## config.mk

```make
export PLATFORM = sky130hd
export DESIGN_NAME = ram_arbiter
export DESIGN_NICKNAME = d
export VERILOG_FILES = /design/src/rtl/ram_arbiter.sv
export SDC_FILE = /design/constraint.sdc
export NUM_CORES = 1
export LEC_CHECK = 0
export CAP_MARGIN = 20
export CORE_MARGIN = 4
export CORE_UTILIZATION = 20
export DETAILED_ROUTE_END_ITERATION = 16
export PLACE_DENSITY = 0.76
export SYNTH_ARGS = -nofsm -noshare
export SYNTH_HDL_FRONTEND = slang
export SYNTH_SLANG_ARGS = --single-unit
```

## constraint.sdc

```tcl
create_clock -name clk -period 1.5 [get_ports clk]
set_input_delay 0.45 -clock clk [delete_from_list [all_inputs] [get_ports clk]]
set_output_delay 0.45 -clock clk [all_outputs]
set_load 0.1 [all_outputs]
```

## src/rtl/ram_arbiter.sv

```systemverilog
// Round-robin arbiter sharing one 8x8 single-port RAM between requesters A and B; define RAM_ARB_LOCK_EN for burst lock.
// Grant is combinational in the request cycle, read data returns one cycle later; a losing requester holds its request until granted.
module ram_arbiter #(
    parameter int AW = 3,
    parameter int DW = 8
) (
    input  logic          clk,
    input  logic          rst,
    input  logic          a_req,
    input  logic          a_we,
    input  logic [AW-1:0] a_addr,
    input  logic [DW-1:0] a_din,
    output logic          a_gnt,
    output logic          a_rvalid,
    output logic [DW-1:0] a_rdata,
    input  logic          a_lock,
    input  logic          b_req,
    input  logic          b_we,
    input  logic [AW-1:0] b_addr,
    input  logic [DW-1:0] b_din,
    output logic          b_gnt,
    output logic          b_rvalid,
    output logic [DW-1:0] b_rdata,
    input  logic          b_lock,
    output logic          ram_we,
    output logic [AW-1:0] ram_addr,
    output logic [DW-1:0] ram_din,
    input  logic [DW-1:0] ram_dout
);

    typedef enum logic {
        SEL_A = 1'b0,
        SEL_B = 1'b1
    } sel_t;

    sel_t prio_q, prio_d;
    sel_t rd_owner_q, rd_owner_d;
    logic rd_pend_q, rd_pend_d;
    logic gnt_a, gnt_b;

`ifdef RAM_ARB_LOCK_EN
    typedef enum logic [1:0] {
        LK_NONE = 2'd0,
        LK_A    = 2'd1,
        LK_B    = 2'd2
    } lock_t;

    lock_t lock_q, lock_d;

    // A lock owner that still requests wins outright; once it drops req the
    // pointer already names the other side, so plain round-robin takes over.
    always_comb begin
        gnt_a  = 1'b0;
        gnt_b  = 1'b0;
        lock_d = lock_q;
        if (!rst) begin
            if (lock_q == LK_A && a_req) begin
                gnt_a = 1'b1;
            end else if (lock_q == LK_B && b_req) begin
                gnt_b = 1'b1;
            end else if (a_req && (!b_req || prio_q == SEL_A)) begin
                gnt_a = 1'b1;
            end else if (b_req) begin
                gnt_b = 1'b1;
            end
        end
        if (gnt_a) begin
            lock_d = a_lock ? LK_A : LK_NONE;
        end else if (gnt_b) begin
            lock_d = b_lock ? LK_B : LK_NONE;
        end else if ((lock_q == LK_A && !a_req) || (lock_q == LK_B && !b_req)) begin
            lock_d = LK_NONE;
        end
    end

    always_ff @(posedge clk or posedge rst) begin
        if (rst) begin
            lock_q <= LK_NONE;
        end else begin
            lock_q <= lock_d;
        end
    end
`else
    logic unused_lock;
    assign unused_lock = a_lock ^ b_lock;

    always_comb begin
        gnt_a = 1'b0;
        gnt_b = 1'b0;
        if (!rst) begin
            if (a_req && (!b_req || prio_q == SEL_A)) begin
                gnt_a = 1'b1;
            end else if (b_req) begin
                gnt_b = 1'b1;
            end
        end
    end
`endif

    assign a_gnt = gnt_a;
    assign b_gnt = gnt_b;

    always_comb begin
        ram_we   = 1'b0;
        ram_addr = '0;
        ram_din  = '0;
        if (gnt_a) begin
            ram_we   = a_we;
            ram_addr = a_addr;
            ram_din  = a_din;
        end else if (gnt_b) begin
            ram_we   = b_we;
            ram_addr = b_addr;
            ram_din  = b_din;
        end
    end

    always_comb begin
        prio_d     = prio_q;
        rd_pend_d  = 1'b0;
        rd_owner_d = rd_owner_q;
        if (gnt_a) begin
            prio_d = SEL_B;
        end else if (gnt_b) begin
            prio_d = SEL_A;
        end
        if ((gnt_a && !a_we) || (gnt_b && !b_we)) begin
            rd_pend_d  = 1'b1;
            rd_owner_d = gnt_b ? SEL_B : SEL_A;
        end
    end

    always_ff @(posedge clk or posedge rst) begin
        if (rst) begin
            prio_q     <= SEL_A;
            rd_pend_q  <= 1'b0;
            rd_owner_q <= SEL_A;
        end else begin
            prio_q     <= prio_d;
            rd_pend_q  <= rd_pend_d;
            rd_owner_q <= rd_owner_d;
        end
    end

    // Both ports see the RAM output directly; rvalid alone says whose it is.
    assign a_rdata  = ram_dout;
    assign b_rdata  = ram_dout;
    assign a_rvalid = rd_pend_q && (rd_owner_q == SEL_A);
    assign b_rvalid = rd_pend_q && (rd_owner_q == SEL_B);

endmodule

```

==> out/metrics.cfg, run 1 <==
[sta]
fin_setup_tns_ps = -4435
finalHoldViolCount = 0
slew-limit-headroom_pct = 82.79
layout_min_cycle_time_ps = 1839
max_freq_ghz = 0.5438
total_of_endpoints_with_negative_setup_slack_in_the_final_report = 14
grt_setup_unrepaired = true
worst_pin_slew_ps = 257.6
skew_ps = 0.8174
share_of_the_clock_period_used_by_the_worst_path_after_layout_pct = 122.6
final_critical_path_setup_slack_ps = -338.8
timing.final.max_slew_violations = 0

[placement]
dpl_cell_area_um2 = 1110
buffer_ports.inserted = 43
routability_cong = 0.7010
dp.final_hpwl_um = 1412

[synthesis]
synth-seq-area-share_pct = 16.81
yosys_warnings = 0
avgSynthCellArea_um2 = 9.504
netlist_area_um2 = 446.7
postSynthCellCount = 47
post_synth_num_cell_types = 16
yosys_register_bits = 3
synth_fp_nets = 85

[global_routing]
wire_length_of_the_first_global_routing_pass_um = 3015
maximum_number_of_pins_on_one_net_before_global_route_repair = 14
grt.total_usage_pct = 12.55
grt_overflow_total = 0
first_global_vias = 542
grt_antenna_before_repair = 0

[power_and_ir_drop]
internal-power_uw = 508.5
share_clk_of_total_power_pct = 14.7
power.switching_uw = 423.9
power_leakage_uw = 0.0005462
p_comb_share_pct = 73.2
power_per_cell_area_nw_per_um2 = 771.4
p_sw_share_pct = 45.47
ir_worst_vdd_mv = 0.4402
power.sequential.fraction_pct = 12.1
p_total_uw = 932.4

[setup_path]
setup.worst_path.class = input port to output port
r2r_slack_ps = 280
timing.critical_path.from_type = input port
end_kind = output port
critPathRequiredTime_ps = 1050
crit_fanout = 7
critical_path_arrival_ps = 1390

[floorplan]
std_cell_rows = 16
die_w_um = 55.26
initial_utilization_pct = 21.87
ioPinCount = 70
floorplan.die.height_um = 55.26
floorplan.die_area_um2 = 3054
core_footprint_um2 = 2042

[layout]
final_core_utilization_pct = 59.19
multi_input_area_um2 = 329.1
area_delta_synth_final_pct = 170.6
num_antenna_cells = 0
filler_cell_count = 154
design.final.nets = 128
sequential_cell_area_um2 = 76.32
layout-drive-gt1-share_pct = 62.92
finish.instance_area_um2 = 1209

[clock_tree]
cts.clk_slew.worst_paths_ps = 30
numClockSinks = 3
cts_hold_buf = 0
insertion_delay_ps = 230
cts_root_buf = clkbuf_4
tritoncts.num_buffers = 3
ctsHtreeMaxLevel = 1
ctsLongestPathBuffers = 2
cts_tree = built

[route]
drc = 0
routed-via-count = 496
detail_route.vias_per_cell = 4.276
routed_wire_length_per_instance_um = 14.90
drt.antenna.violating_nets = 0
total_wirelength_of_the_detailed_routed_design_um = 1728
drt_iter0_drc = 1
number_of_iterations_in_the_first_detailed_routing_pass = 2

[outcome]
violations_in_the_final_reports = setup timing
status = finished with violations

[flow_run]
max-cap-violations = 0

[min_path]
hold_path.class = input port to async pin

## flip-flops by register name, indices dropped and copies added (netlist names)
register,flops
prio_q,1
rd_owner_q,1
rd_pend_q,1
## layer usage
layer  vias to the layer above  routed length (µm)  GRT usage [%]  share of wire [%]
met5                         -                   0              0                  0
met4                         0                   0          6.597                  0
met3                         0                 170          5.594                9.8
met2                        25                 950          20.27                 55
met1                       235                 607          13.73                 35
li1                        236                   -              -                  -
## logic make-up (layout without fill, tap and decap cells)
family	Yosys count	count (layout)	synth area share, %
flops	3	3	16.81
simple gates	5	5	7.565
compound gates	18	18	41.18
buf+inv	21	63	34.45
## path summary, 6_finish.rpt
kind	cells past startpoint	to	start
max in group asynchronous	2	prio_q$_DFFE_PP0P_	rst
hold / removal	2	rd_pend_q$_DFF_PP0_	rst
setup reg to reg	5	rd_owner_q$_DFFE_PP0P_	prio_q$_DFFE_PP0P_
setup / recovery	6	ram_din[4]	rst
min in group clk	3	prio_q$_DFFE_PP0P_	rst
hold reg to reg	1	rd_owner_q$_DFFE_PP0P_	rd_owner_q$_DFFE_PP0P_
## cell usage in the layout, fill, tap and decap left out
master           count
a211oi_2             1
a21o_1               1
a21oi_4              2
a22o_4              12
a2bb2oi_1            1
and2_2               1
buf_12              18
buf_16               1
buf_2                2
buf_4                8
buf_6                3
clkbuf_1             1
clkbuf_4             3
clkdlybuf4s50_1     24
dfrtp_1              2
dfrtp_2              1
inv_1                2
inv_2                1
nand2_1              1
nand2b_4             2
nor2b_4              1
o21ai_0              1
## Yosys cell counts
library cell  instances  area share (%)
buf_4                16              27
dfrtp_1               3              17
inv_1                 2             1.7
o21ai_0               1             1.1
a21o_1                1             1.7
nand2b_2              2             3.9
inv_2                 1            0.84
nor2b_1               1             1.4
a22o_1                2             3.9
and2_1                1             1.4
buf_6                 2             5.0
a22o_2               10              22
a211oi_2              1             2.8
nand2_1               1            0.84
a21oi_4               2             7.3
a2bb2oi_1             1             2.0
## worst max-delay path, stage by stage
cell and delay [ps]:
buf_6 100, nand2b_4 140, a21oi_4 230, buf_12 170, a22o_4 130, buf_12 160
## per-stage QoR
step / cells / hold WS, ps / setup slack, ps
detailed placement: 108 / 601.3 / -763.4
global placement: 108 / 596.5 / -714.9
CTS: 116 / 75.23 / -359.5
floorplan: 47 / 203.6 / -294.0
finish: 116 / 80.25 / -338.8
global route: 116 / 82.68 / -382.4
## layout make-up
class                           count  share of cell area [%]
Multi-Input combinational cell     23                   27.23
Clock buffer                        4                   2.174
Inverter                            3                  0.9317
Sequential cell                     3                   6.315
Tap cell                           27                   2.795
Timing Repair Buffer               56                   60.56
## timing repair
item | CTS | global route
gates cloned | 1 | 0
endpoints found under the setup margin | 15 | 14
gates resized for setup | 19 | 1
pin swaps | 6 | 0
hold endpoints to repair | 0 | 0
buffers inserted | 4 | 1
## power groups by stage
stage                     Combinational, µW  Clock (µW)  Sequential (µW)
after floorplan                         575           0              111
after global placement                  642           0              111
after detailed placement                651           0              113
after CTS                               687         145              112
after global routing                    706         155              115
final                                   683         137              113
No activity file was read; power rests on OpenSTA's default activity.
==> inputs of run 2 (changes only) <==
--- a/config.mk
+++ b/config.mk
@@ -10,6 +10,7 @@
 export CORE_UTILIZATION = 20
 export DETAILED_ROUTE_END_ITERATION = 16
 export PLACE_DENSITY = 0.76
+export SLEW_MARGIN = 20
 export SYNTH_ARGS = -nofsm -noshare
 export SYNTH_HDL_FRONTEND = slang
 export SYNTH_SLANG_ARGS = --single-unit
==> results of run 2 <==
Same layout as run 1: the final DEF is identical, and so are final timing and power.
